**src/rtl/ddr_scrub_engine_if.sv**
```systemverilog
// Scrub status bus plus AXI4 write channels (AW/W/B) between the scrub engine and its peers.
// The master side is the scrub engine; the slave side is the CSR/DDR-controller side.
interface ddr_scrub_engine_if;
    logic         scrb_enable;
    logic [63:0]  scrb_addr;
    logic [2:0]   scrb_state;
    logic         scrb_done;
    logic         scrb_err;

    logic [15:0]  awid;
    logic [63:0]  awaddr;
    logic [7:0]   awlen;
    logic [2:0]   awsize;
    logic         awvalid;
    logic         awready;

    logic [15:0]  wid;
    logic [511:0] wdata;
    logic [63:0]  wstrb;
    logic         wlast;
    logic         wvalid;
    logic         wready;

    logic [1:0]   bresp;
    logic         bvalid;
    logic         bready;

    modport master (
        input  scrb_enable,
        output scrb_addr, scrb_state, scrb_done, scrb_err,
        output awid, awaddr, awlen, awsize, awvalid,
        input  awready,
        output wid, wdata, wstrb, wlast, wvalid,
        input  wready,
        input  bresp, bvalid,
        output bready
    );

    modport slave (
        output scrb_enable,
        input  scrb_addr, scrb_state, scrb_done, scrb_err,
        input  awid, awaddr, awlen, awsize, awvalid,
        output awready,
        input  wid, wdata, wstrb, wlast, wvalid,
        output wready,
        output bresp, bvalid,
        input  bready
    );
endinterface

```
**src/rtl/ddr_scrub_engine.sv**
```systemverilog
// Zero-fills a DDR region with AXI4 write bursts, one outstanding; best case 1+BURST_LEN+1 cycles per burst.
// All outputs registered; any awready/wready/bvalid stall is absorbed and valids hold until their handshake.
module ddr_scrub_engine #(
    parameter logic [63:0] MAX_ADDR  = 64'h3_FFFF_FFFF,
    parameter int          BURST_LEN = 64,
    parameter logic [15:0] AXI_ID    = 16'h0
) (
    input  logic                clk,
    input  logic                rst,
    ddr_scrub_engine_if.master  bus
);

    localparam logic [63:0] BURST_BYTES = 64'(BURST_LEN) * 64'd64;
    localparam logic [7:0]  LAST_BEAT   = 8'(BURST_LEN - 1);

    typedef enum logic [2:0] {
        IDLE = 3'd0,
        ADDR = 3'd1,
        DATA = 3'd2,
        RESP = 3'd3,
        DONE = 3'd4
    } state_t;

    state_t      state_q,   state_d;
    logic [63:0] addr_q,    addr_d;
    logic        done_q,    done_d;
    logic        err_q,     err_d;
    logic        awvalid_q, awvalid_d;
    logic        wvalid_q,  wvalid_d;
    logic        wlast_q,   wlast_d;
    logic        bready_q,  bready_d;
    logic [7:0]  beat_q,    beat_d;

    logic [7:0]  beat_inc;
    logic [64:0] next_addr;
    logic        region_end;

    assign beat_inc   = beat_q + 8'd1;
    assign next_addr  = {1'b0, addr_q} + {1'b0, BURST_BYTES};
    // Widened compare so a region ending at the top of the address space cannot wrap.
    assign region_end = next_addr > {1'b0, MAX_ADDR};

    always_comb begin
        state_d   = state_q;
        addr_d    = addr_q;
        done_d    = done_q;
        err_d     = err_q;
        awvalid_d = awvalid_q;
        wvalid_d  = wvalid_q;
        wlast_d   = wlast_q;
        bready_d  = bready_q;
        beat_d    = beat_q;

        case (state_q)
            IDLE: begin
                if (bus.scrb_enable) begin
                    state_d   = ADDR;
                    addr_d    = '0;
                    err_d     = 1'b0;
                    done_d    = 1'b0;
                    awvalid_d = 1'b1;
                end
            end
            ADDR: begin
                if (bus.awready) begin
                    state_d   = DATA;
                    awvalid_d = 1'b0;
                    wvalid_d  = 1'b1;
                    wlast_d   = (LAST_BEAT == 8'd0);
                    beat_d    = '0;
                end
            end
            DATA: begin
                if (bus.wready) begin
                    if (wlast_q) begin
                        state_d  = RESP;
                        wvalid_d = 1'b0;
                        wlast_d  = 1'b0;
                        beat_d   = '0;
                        bready_d = 1'b1;
                    end else begin
                        beat_d  = beat_inc;
                        wlast_d = (beat_inc == LAST_BEAT);
                    end
                end
            end
            RESP: begin
                if (bus.bvalid) begin
                    bready_d = 1'b0;
                    err_d    = err_q | (bus.bresp != 2'b00);
                    // Enable is only consulted here, so an in-flight burst always completes.
                    if (region_end) begin
                        state_d = DONE;
                        done_d  = bus.scrb_enable;
                    end else begin
                        addr_d = next_addr[63:0];
                        if (bus.scrb_enable) begin
                            state_d   = ADDR;
                            awvalid_d = 1'b1;
                        end else begin
                            state_d = IDLE;
                        end
                    end
                end
            end
            DONE: begin
                if (bus.scrb_enable) begin
                    done_d = 1'b1;
                end else begin
                    state_d = IDLE;
                    done_d  = 1'b0;
                end
            end
            default: begin
                state_d = IDLE;
            end
        endcase
    end

    always_ff @(posedge clk) begin
        if (rst) begin
            state_q   <= IDLE;
            addr_q    <= '0;
            done_q    <= 1'b0;
            err_q     <= 1'b0;
            awvalid_q <= 1'b0;
            wvalid_q  <= 1'b0;
            wlast_q   <= 1'b0;
            bready_q  <= 1'b0;
            beat_q    <= '0;
        end else begin
            state_q   <= state_d;
            addr_q    <= addr_d;
            done_q    <= done_d;
            err_q     <= err_d;
            awvalid_q <= awvalid_d;
            wvalid_q  <= wvalid_d;
            wlast_q   <= wlast_d;
            bready_q  <= bready_d;
            beat_q    <= beat_d;
        end
    end

    assign bus.scrb_addr  = addr_q;
    assign bus.scrb_state = state_q;
    assign bus.scrb_done  = done_q;
    assign bus.scrb_err   = err_q;

    assign bus.awid    = AXI_ID;
    assign bus.awaddr  = addr_q;
    assign bus.awlen   = LAST_BEAT;
    assign bus.awsize  = 3'b110;
    assign bus.awvalid = awvalid_q;

    assign bus.wid    = AXI_ID;
    assign bus.wdata  = '0;
    assign bus.wstrb  = '1;
    assign bus.wlast  = wlast_q;
    assign bus.wvalid = wvalid_q;

    assign bus.bready = bready_q;

endmodule

```
**src/flat_wrapper.sv**
```systemverilog
// flat-port wrapper written by rule: the top's interface ports become plain ports
module ddr_scrub_engine_flat 
#(
    parameter logic [63:0] MAX_ADDR  = 64'h3_FFFF_FFFF,
    parameter int          BURST_LEN = 64,
    parameter logic [15:0] AXI_ID    = 16'h0
)
  (clk, rst, bus_scrb_enable, bus_scrb_addr, bus_scrb_state, bus_scrb_done, bus_scrb_err, bus_awid, bus_awaddr, bus_awlen, bus_awsize, bus_awvalid, bus_awready, bus_wid, bus_wdata, bus_wstrb, bus_wlast, bus_wvalid, bus_wready, bus_bresp, bus_bvalid, bus_bready);
  ddr_scrub_engine_if bus_i ();
  input  logic clk;
  input  logic rst;
  input wire logic [$bits(bus_i.scrb_enable)-1:0] bus_scrb_enable;
  output wire logic [$bits(bus_i.scrb_addr)-1:0] bus_scrb_addr;
  output wire logic [$bits(bus_i.scrb_state)-1:0] bus_scrb_state;
  output wire logic [$bits(bus_i.scrb_done)-1:0] bus_scrb_done;
  output wire logic [$bits(bus_i.scrb_err)-1:0] bus_scrb_err;
  output wire logic [$bits(bus_i.awid)-1:0] bus_awid;
  output wire logic [$bits(bus_i.awaddr)-1:0] bus_awaddr;
  output wire logic [$bits(bus_i.awlen)-1:0] bus_awlen;
  output wire logic [$bits(bus_i.awsize)-1:0] bus_awsize;
  output wire logic [$bits(bus_i.awvalid)-1:0] bus_awvalid;
  input wire logic [$bits(bus_i.awready)-1:0] bus_awready;
  output wire logic [$bits(bus_i.wid)-1:0] bus_wid;
  output wire logic [$bits(bus_i.wdata)-1:0] bus_wdata;
  output wire logic [$bits(bus_i.wstrb)-1:0] bus_wstrb;
  output wire logic [$bits(bus_i.wlast)-1:0] bus_wlast;
  output wire logic [$bits(bus_i.wvalid)-1:0] bus_wvalid;
  input wire logic [$bits(bus_i.wready)-1:0] bus_wready;
  input wire logic [$bits(bus_i.bresp)-1:0] bus_bresp;
  input wire logic [$bits(bus_i.bvalid)-1:0] bus_bvalid;
  output wire logic [$bits(bus_i.bready)-1:0] bus_bready;
  assign bus_i.scrb_enable = bus_scrb_enable;
  assign bus_scrb_addr = bus_i.scrb_addr;
  assign bus_scrb_state = bus_i.scrb_state;
  assign bus_scrb_done = bus_i.scrb_done;
  assign bus_scrb_err = bus_i.scrb_err;
  assign bus_awid = bus_i.awid;
  assign bus_awaddr = bus_i.awaddr;
  assign bus_awlen = bus_i.awlen;
  assign bus_awsize = bus_i.awsize;
  assign bus_awvalid = bus_i.awvalid;
  assign bus_i.awready = bus_awready;
  assign bus_wid = bus_i.wid;
  assign bus_wdata = bus_i.wdata;
  assign bus_wstrb = bus_i.wstrb;
  assign bus_wlast = bus_i.wlast;
  assign bus_wvalid = bus_i.wvalid;
  assign bus_i.wready = bus_wready;
  assign bus_i.bresp = bus_bresp;
  assign bus_i.bvalid = bus_bvalid;
  assign bus_bready = bus_i.bready;
  ddr_scrub_engine #(.MAX_ADDR(MAX_ADDR), .BURST_LEN(BURST_LEN), .AXI_ID(AXI_ID)) u_core (.clk(clk), .rst(rst), .bus(bus_i));
endmodule
```
**config.mk**
```make
export PLATFORM = sky130hd
export DESIGN_NAME = ddr_scrub_engine_flat
export DESIGN_NICKNAME = d
export VERILOG_FILES = /design/src/rtl/ddr_scrub_engine_if.sv /design/src/rtl/ddr_scrub_engine.sv /design/src/flat_wrapper.sv
export SDC_FILE = /design/constraint.sdc
export NUM_CORES = 1
export LEC_CHECK = 0
export ABC_AREA = 1
export CAP_MARGIN = 15
export CELL_PAD_IN_SITES_DETAIL_PLACEMENT = 0
export CELL_PAD_IN_SITES_GLOBAL_PLACEMENT = 1
export CORE_AREA = 2 2 298 300
export DETAILED_ROUTE_END_ITERATION = 7
export DIE_AREA = 0 0 300 302
export PLACE_DENSITY_LB_ADDON = 0.1
export SLEW_MARGIN = 10
export SYNTH_ARGS = -nofsm -noshare
export SYNTH_HDL_FRONTEND = slang
export SYNTH_SLANG_ARGS = --single-unit
```
**constraint.sdc**
```tcl
create_clock -name clk -period 6.8 [get_ports clk]
set_clock_uncertainty 0.2 [all_clocks]
set_input_delay 1.36 -clock clk [delete_from_list [all_inputs] [get_ports clk]]
set_output_delay 1.36 -clock clk [all_outputs]
set_load 0.02 [all_outputs]
```
==> summary.md, run 1 <==
| Metric | Value |
|---|---|
| Minimum clock period | `4.343 ns` |
| Total number of vias | `about 6500` |
| Clock slew seen by the registers of the worst setup and hold paths | `around 0.060 ns` |
| Synth top area share | `roughly 54%` |
| Worst EP required | `6.89 ns` |
| Critical path type | `reg -> reg` |
| Reg-to-reg slack, setup | `2.46 ns` |
| CTS Buf Count | `9` |
| Final Non-Filler Cells | `~2600` |
| Gpl congestion | `~0.71` |
| DRT antenna net count | `0` |
| Worst min path class | `reg -> reg` |
| Mapped cell area | `between 0.009 and 0.01 mm2` |
| Crit path cell chain | `ha_1, nand3_2, nor2_1, nand3_1, nor2_2, nand2_1, nand2_1, nand2_1, nor2_1, nand3_1, nor2_1, nand2_2, a21oi_4, buf_4, nand2_1, a21oi_2` |
| Die ar. | `about 0.091 mm2` |
| Sequential power share | `between 20% and 30%` |
| MaxCap Viol Count | `0` |
| Core footprint | `slightly below 0.09 mm2` |
| Slowest cell on the critical path | `a21oi_4` |
| Dpl hpwl | `29420 um` |
| Clock Tree Buf Depth | `2` |
| Ports | `between 700 and 800` |
| Worst EP arrival | `4.43 ns` |
| Synth warnings | `0` |
| Comb power frac | `around 39%` |
| Overall die height | `between 300 and 400 um` |
| Library cells used by synthesis | `38` |
| Die X | `roughly 300 um` |
| Most used DFF post-synth | `dfxtp_1` |
| Total global routing overflow | `0` |
| Metal3 WL | `between 2000 and 2500 um` |
| Worst vdd ir | `between 0.1 and 0.15 mV` |
| Tot Pwr | `0.001581 W` |
| Tcrit/Tclk final | `a little under two thirds` |
| Worst-margin pin slew | `around 0.96 ns` |
| Crit-path max cell delay | `roughly 0.57 ns` |
| Highest routed metal layer | `met5` |
| Switching Fraction | `49.24%` |
| Reg-to-reg endpoint | `u_core.bus.awaddr[19]$_SDFFE_PP0P_` |
| Fmax | `~230 MHz` |
| First-pass GRT wire length | `around 45000 um` |
| Root Driver | `clkbuf_16` |
| Initial antenna violation count | `1` |
| # resized after CTS | `0` |
| Max FO, Critical Path | `26` |
| DR WL/cell | `~13 um` |
| RSZ-0062 raised after global routing | `no` |
| PD cells | `about 160 mW/mm2` |
| Largest net degree at the start of global routing | `between 60 and 70` |
| Row count | `around 110` |
| Worst-Skew Late Latency | `about 0.37 ns` |
| Sink Count | `69` |
| Share of layout cells above drive strength 1 | `4.511%` |
| Metal1 wirelength | `14860 um` |
| FFs w/ async S/R, synth | `0%` |
| Hold bufs inserted after CTS | `0` |
| Slew Limit Fails | `0` |
| Vias in the first global route | `roughly 5800` |
| Nets@finish | `approximately 1500` |
| Area occupied by multi-input gates | `about 0.0051 mm2` |
| Startpoint class of the critical path | `flip-flop` |
| Delay-heaviest family, CP | `simple AND/OR/NAND/NOR gates` |
| Worst Hold Depth | `2` |
| Length of the first detailed-routing pass in iterations | `4` |
| Hold Fails Final Rpt | `0` |
| Synthesis-to-finish area growth | `0.7405%` |
| CTS tree | `yes` |
| Starting DRT DRC Count | `267` |
| Flip-flop and latch area | `roughly 0.0014 mm2` |
| Post-CTS Setup Inserts | `0` |
| Clock share of power | `between 30% and 40%` |
| Synth Instances | `between 1000 and 1500` |
| Seq/Total Area, Yosys | `14.34%` |
| I/O Buffers | `120` |
| CP bufs+invs | `1` |
| Met2 Wirelength | `roughly 18000 um` |
| LEAKAGE | `4.041 nW` |
| Yosys reg bits | `69` |
| WL final | `roughly 35000 um` |
| Vias per cell | `approximately 2.5` |
| Slew headroom | `~36%` |
| Final setup TNS | `0 ns` |
| Setup crit end kind | `flip-flop` |
| Int Pwr | `0.0008023 W` |
| Leading area contributor after synthesis | `buf_4` |
| H-tree depth | `3` |
| N_diodes | `0` |
| Most frequent CP cell | `nand2_1` |
| Initial Util | `11.00%` |
| Psw | `between 0.0007 and 0.0008 W` |
| Placed insts | `approximately 2600` |
| Reg2reg start | `u_core.bus.awaddr[13]$_SDFFE_PP0P_` |
| Avg Synthesized Cell Area | `6.904 um2` |
| Post-synth EDFFs | `0` |
| Reg2Reg Depth | `16` |
| Finish-stage setup viols | `0` |
| Hold Path Sink | `u_core.bus.awvalid$_SDFFE_PP0P_` |
| FILL cells | `roughly 10000` |
| Synth area leaders | `buf_4, dfxtp_1, nand2_1` |
| GRT Util Overall | `approximately 7%` |
| DRC viols | `0` |
| HP Start | `u_core.bus.awvalid$_SDFFE_PP0P_` |
| Status | `finished clean` |
[tightest hold or removal path, stage by stage, from the launching register on]
cell     delay [ns]
dfxtp_1        0.32
inv_1          0.05
a21oi_1        0.05
[state kept, by name, summed over array words and instances (netlist names)]
| signal | flops |
|---|---|
| u_core.bus.awaddr | 52 |
| u_core.beat_q | 8 |
| u_core.bus.scrb_state | 3 |
| u_core.bus.awvalid | 1 |
| u_core.bus.bready | 1 |
| u_core.bus.scrb_done | 1 |
| u_core.bus.scrb_err | 1 |
| u_core.bus.wlast | 1 |
| u_core.bus.wvalid | 1 |
[cells by family after synthesis]
group / Yosys count / synth area share [%]
buf+inv: 778 / 57.72
simple gates: 459 / 21.10
flops: 69 / 14.34
compound gates: 54 / 3.638
xor+xnor: 30 / 2.728
fa+ha+maj: 3 / 0.3898
other cells: 2 / 0.07798
[cell usage in the layout (no fill, tap or decap), types with 3 or more instances in the layout]
cell | Yosys | layout
nor2_4 | 6 | 6
clkdlybuf4s50_1 | 0 | 119
nor3_1 | 37 | 37
xnor2_1 | 12 | 12
nor2_1 | 113 | 113
ha_1 | 3 | 3
nand2_2 | 15 | 15
nand3_1 | 37 | 37
a21oi_2 | 12 | 12
inv_2 | 3 | 3
clkbuf_1 | 6 | 3
nor2_2 | 6 | 6
dfxtp_1 | 69 | 69
nand2_1 | 205 | 205
inv_1 | 62 | 62
xor2_1 | 18 | 18
a21oi_1 | 22 | 22
o21ai_0 | 12 | 12
buf_4 | 697 | 4
clkbuf_16 | 0 | 9
nand4_1 | 30 | 30
conb_1 | 2 | 643
[metrics by stage]
step                      hold slack (ns)  instance area [um2]  utilization (%)  setup WS, ns
after floorplan                    0.2786                12040                -         4.027
after global placement             0.2549                 9408            10.74         2.310
after detailed placement           0.2499                 9408            10.74         2.302
after CTS                          0.2681                 9702            11.08         2.261
after global routing               0.2774                 9702            11.08         1.991
final                              0.2629                 9702            11.08         2.457
[power groups by stage]
stage                     Sequential [W]  Clock [W]  Combinational (W)
after global routing            0.000443   0.000567           0.000675
after detailed placement        0.000449          0           0.000613
final                           0.000440   0.000525           0.000616
after CTS                       0.000441   0.000554           0.000614
after global placement          0.000450          0           0.000618
after floorplan                 0.000460          0           0.000766
[worst max path at each step]
stage / from / to / slack (ns) / cells after the start
final: u_core.bus.awaddr[13]$_SDFFE_PP0P_ / u_core.bus.awaddr[19]$_SDFFE_PP0P_ / 2.46 / 16
after global routing: u_core.bus.awaddr[13]$_SDFFE_PP0P_ / u_core.bus.awaddr[23]$_SDFFE_PP0P_ / 1.99 / 18
after CTS: u_core.bus.awaddr[19]$_SDFFE_PP0P_ / u_core.bus.awaddr[19]$_SDFFE_PP0P_ / 2.26 / 17
after detailed placement: u_core.bus.awaddr[19]$_SDFFE_PP0P_ / u_core.bus.awaddr[20]$_SDFFE_PP0P_ / 2.30 / 17
after global placement: u_core.bus.awaddr[19]$_SDFFE_PP0P_ / u_core.bus.awaddr[19]$_SDFFE_PP0P_ / 2.31 / 17
after floorplan: u_core.bus.awaddr[13]$_SDFFE_PP0P_ / u_core.bus.awaddr[25]$_SDFFE_PP0P_ / 4.03 / 19
[metal layers]
layer  vias to the layer above  global-route usage, %
met3                        11                  1.911
met4                         2                 0.9643
met1                      3067                  9.021
met5                         -                      0
met2                       300                  12.41
li1                       3124                      -
[Yosys cell counts (5+ instances only)]
library cell and instances:
nor2_2 6, nor3_1 37, clkbuf_1 6, a21oi_1 22, dfxtp_1 69, inv_1 62, nand3_1 37, nor2_1 113
nand4_1 30, nand2_2 15, xnor2_1 12, nand2_1 205, o21ai_0 12, a21oi_2 12, buf_2 5, buf_4 697
xor2_1 18, nor2_4 6
[cell type report]
type                       instances  area share, %
clock buffer                      14          2.721
inverter                          67          2.592
sequential                        69          14.24
clock inverter                     1         0.3095
tap                             1165          15.02
multi-input combinational       1189          52.53
timing repair buffer             123          12.59
(Power assumes the default switching activity.)
==> run 2, diff against run 1 <==
Settings changed: CORE_AREA 2 2 298 300 to 2 2 293 295, DIE_AREA 0 0 300 302 to 0 0 295 297.
Clock period 6.8 ns to 4 ns, I/O delays scaled along.
==> run 2 against run 1 <==
  * Via count up 1.2%
  * Register-to-register slack got worse by 2.1 ns
  * Wire length is 2.6% lower
  * Critical path depth is 3 higher
  * Cell area increased by 3.8%
  * Sequential share of layout area fell by 0.52 points
  * Fmax is 20% higher
  * Final cell count increased by 0.61%
  * Clock-buffer cell count shrank 4
  * First-iteration DRC count up 19%
  * Clock power is 100% higher
  * Critical endpoint is now u_core.bus.awaddr[21]$_SDFFE_PP0P_
==> summary.md, run 2 (synthesis gave the netlist of run 1 again) <==
| Metric | Value |
|---|---|
| RSZ-0062 raised after global routing | `no` |
| Tot Pwr | `0.002943 W` |
| Slew headroom | `a little under two thirds` |
| Worst EP arrival | `roughly 3.7 ns` |
| Initial antenna violation count | `0` |
| Nets@finish | `roughly 1500` |
| Worst min path class | `reg -> reg` |
| Tcrit/Tclk final | `90.41%` |
| Most frequent cells in the layout | `conb_1, nand2_1, clkdlybuf4s50_1, nor2_1, dfxtp_1` |
| Startpoint class of the critical path | `flip-flop` |
| Worst-Skew Late Latency | `approximately 0.37 ns` |
| Slowest cell on the critical path | `dfxtp_1` |
| First-pass GRT wire length | `between 40000 and 50000 um` |
| Flip-flop and latch area | `0.001381 mm2` |
| Synthesis-to-finish area growth | `4.535%` |
| Worst vdd ir | `around 0.20 mV` |
| Final setup TNS | `0 ns` |
| Delay-heaviest family, CP | `simple AND/OR/NAND/NOR gates` |
| Most frequent CP cell | `nand2_1` |
| Sink Count | `between 60 and 70` |
| Crit-path max cell delay | `approximately 0.47 ns` |
| Vias per cell | `roughly 2.5` |
| Max FO, Critical Path | `8` |
| Fmax | `276.5 MHz` |
| Die ar. | `just under 0.09 mm2` |
| Core footprint | `between 0.08 and 0.09 mm2` |
| Crit path cell chain | `ha_1, nand3_2, inv_2, nand2_2, nor2_4, nand2_1, nor2_1, nand2_1, nand2_1, nand2_1, nor2_1, nand2_1, nor2_1, buf_4, nand2_2, a21oi_4, buf_4, nand2_1, a21oi_1` |
| Clock slew seen by the registers of the worst setup and hold paths | `about 0.07 ns` |
| Worst EP required | `around 4.1 ns` |
| Area occupied by multi-input gates | `slightly above 0.005 mm2` |
| DRC viols | `0` |
| N_diodes | `0` |
| Root Driver | `clkbuf_16` |
| PD cells | `292.3 mW/mm2` |
| Status | `finished clean` |
| Worst-margin pin slew | `about 0.54 ns` |
| Length of the first detailed-routing pass in iterations | `4` |
| Die X | `295 um` |
| Overall die height | `roughly 300 um` |
| Finish-stage setup viols | `0` |
| Crit. Startpoint | `u_core.bus.awaddr[13]$_SDFFE_PP0P_` |
| LEAKAGE | `about 4.3 nW` |
| HP Start | `u_core.bus.scrb_err$_SDFFE_PP0P_` |
| Total global routing overflow | `0` |
| GRT Util Overall | `7.433%` |
| Max FFs per register | `52` |
| Gpl congestion | `roughly 0.7` |
| Clock Tree Buf Depth | `2` |
| Hold Fails Final Rpt | `0` |
| Commonest non-fill, non-tap cell in the layout | `conb_1` |
| I/O Buffers | `120` |
| Minimum clock period | `around 3.6 ns` |
| Largest net degree at the start of global routing | `33` |
| Dpl ws | `~0.25 ns` |
| DR WL/cell | `12.92 um` |
| WL final | `between 30000 and 40000 um` |
| Dpl hpwl | `29000 um` |
| Ports | `between 700 and 800` |
| # resized after CTS | `0` |
| Setup crit end kind | `flip-flop` |
| CP bufs+invs | `3` |
| Total number of vias | `6585` |
| Post-CTS Setup Inserts | `0` |
| Starting DRT DRC Count | `~320` |
| Slew Limit Fails | `0` |
| MaxCap Viol Count | `0` |
| H-tree depth | `3` |
| Vias in the first global route | `just over 6000` |
| DRT antenna net count | `0` |
| Hold bufs inserted after CTS | `0` |
| FILL cells | `~9900` |
| CTS tree | `yes` |
| Reg2reg start | `u_core.bus.awaddr[13]$_SDFFE_PP0P_` |
| CTS Buf Count | `9` |
| Worst setup slack after layout | `0.3836 ns` |
| Share of layout cells above drive strength 1 | `between 7 and 8%` |
| Row count | `around 110` |
| Critical path type | `reg -> reg` |
| Initial Util | `a little under an eighth` |
[run 2: changes by cell type in the layout (fill, tap and decap cells not counted), sizes merged]
cell	delta
buf	+36
bufinv	+3
clkbuf	-4
clkinv	+2
[run 2: path summary, 6_finish.rpt]
kind / slack, ns / cells after the start / to
worst max-delay path: 0.38 / 19 / u_core.bus.awaddr[21]$_SDFFE_PP0P_
worst min register to register: 0.26 / 2 / u_core.bus.scrb_err$_SDFFE_PP0P_
worst min-delay path: 0.26 / 2 / u_core.bus.scrb_err$_SDFFE_PP0P_
worst max register to register: 0.38 / 19 / u_core.bus.awaddr[21]$_SDFFE_PP0P_
[run 2: routing by layer]
| layer | vias to the layer above | wire (um) | GRT usage (%) | part of all wire, % |
|---|---|---|---|---|
| met3 | 9 | 2198 | 1.831 | 6.4 |
| met2 | 296 | 17390 | 13.16 | 51 |
| met5 | - | 0 | 0 | 0 |
| met1 | 3083 | 14410 | 9.259 | 42 |
| li1 | 3197 | - | - | - |
| met4 | 0 | 157 | 0.8746 | 0.46 |
[run 2: worst register-to-register path: stages (launching register included)]
cell     delay, ns
dfxtp_1       0.47
ha_1          0.36
nand3_2       0.19
inv_2         0.09
nand2_2       0.10
nor2_4        0.29
nand2_1       0.14
nor2_1        0.21
nand2_1       0.08
nand2_1       0.07
nand2_1       0.05
nor2_1        0.10
nand2_1       0.08
nor2_1        0.21
buf_4         0.18
nand2_2       0.08
a21oi_4       0.23
buf_4         0.23
nand2_1       0.08
a21oi_1       0.11
[run 2: layout make-up]
cell class	instances	area share (%)
Clock inverter	6	1.330
Clock buffer	10	2.374
Tap cell	1144	14.22
Sequential cell	69	13.72
Multi-Input combinational cell	1189	50.67
Timing Repair Buffer	159	15.19
Inverter	67	2.498
[run 2: stage by stage]
stage | hold slack (ns) | instance area, um2 | utilization (%) | std cells
6_report | 0.2587 | 10070 | 11.92 | 2644
3_5_place_dp | 0.2518 | 9689 | 11.47 | 2628
5_1_grt | 0.2969 | 10070 | 11.92 | 2644
4_1_cts | 0.2647 | 10060 | 11.91 | 2644
2_1_floorplan | 0.2786 | 12040 | - | 2036
3_3_place_gp | 0.2465 | 9689 | 11.47 | 2628
[run 2: report_power, final]
| group | leakage [nW] | switching (W) | internal [W] | total [W] |
|---|---|---|---|---|
| Clock | 0.183 | 0.000378 | 0.000691 | 0.00107 |
| Combinational | 3.54 | 0.000930 | 0.000195 | 0.00113 |
| Sequential | 0.557 | 0.0000328 | 0.000716 | 0.000749 |
| Total | 4.28 | 0.00134 | 0.00160 | 0.00294 |
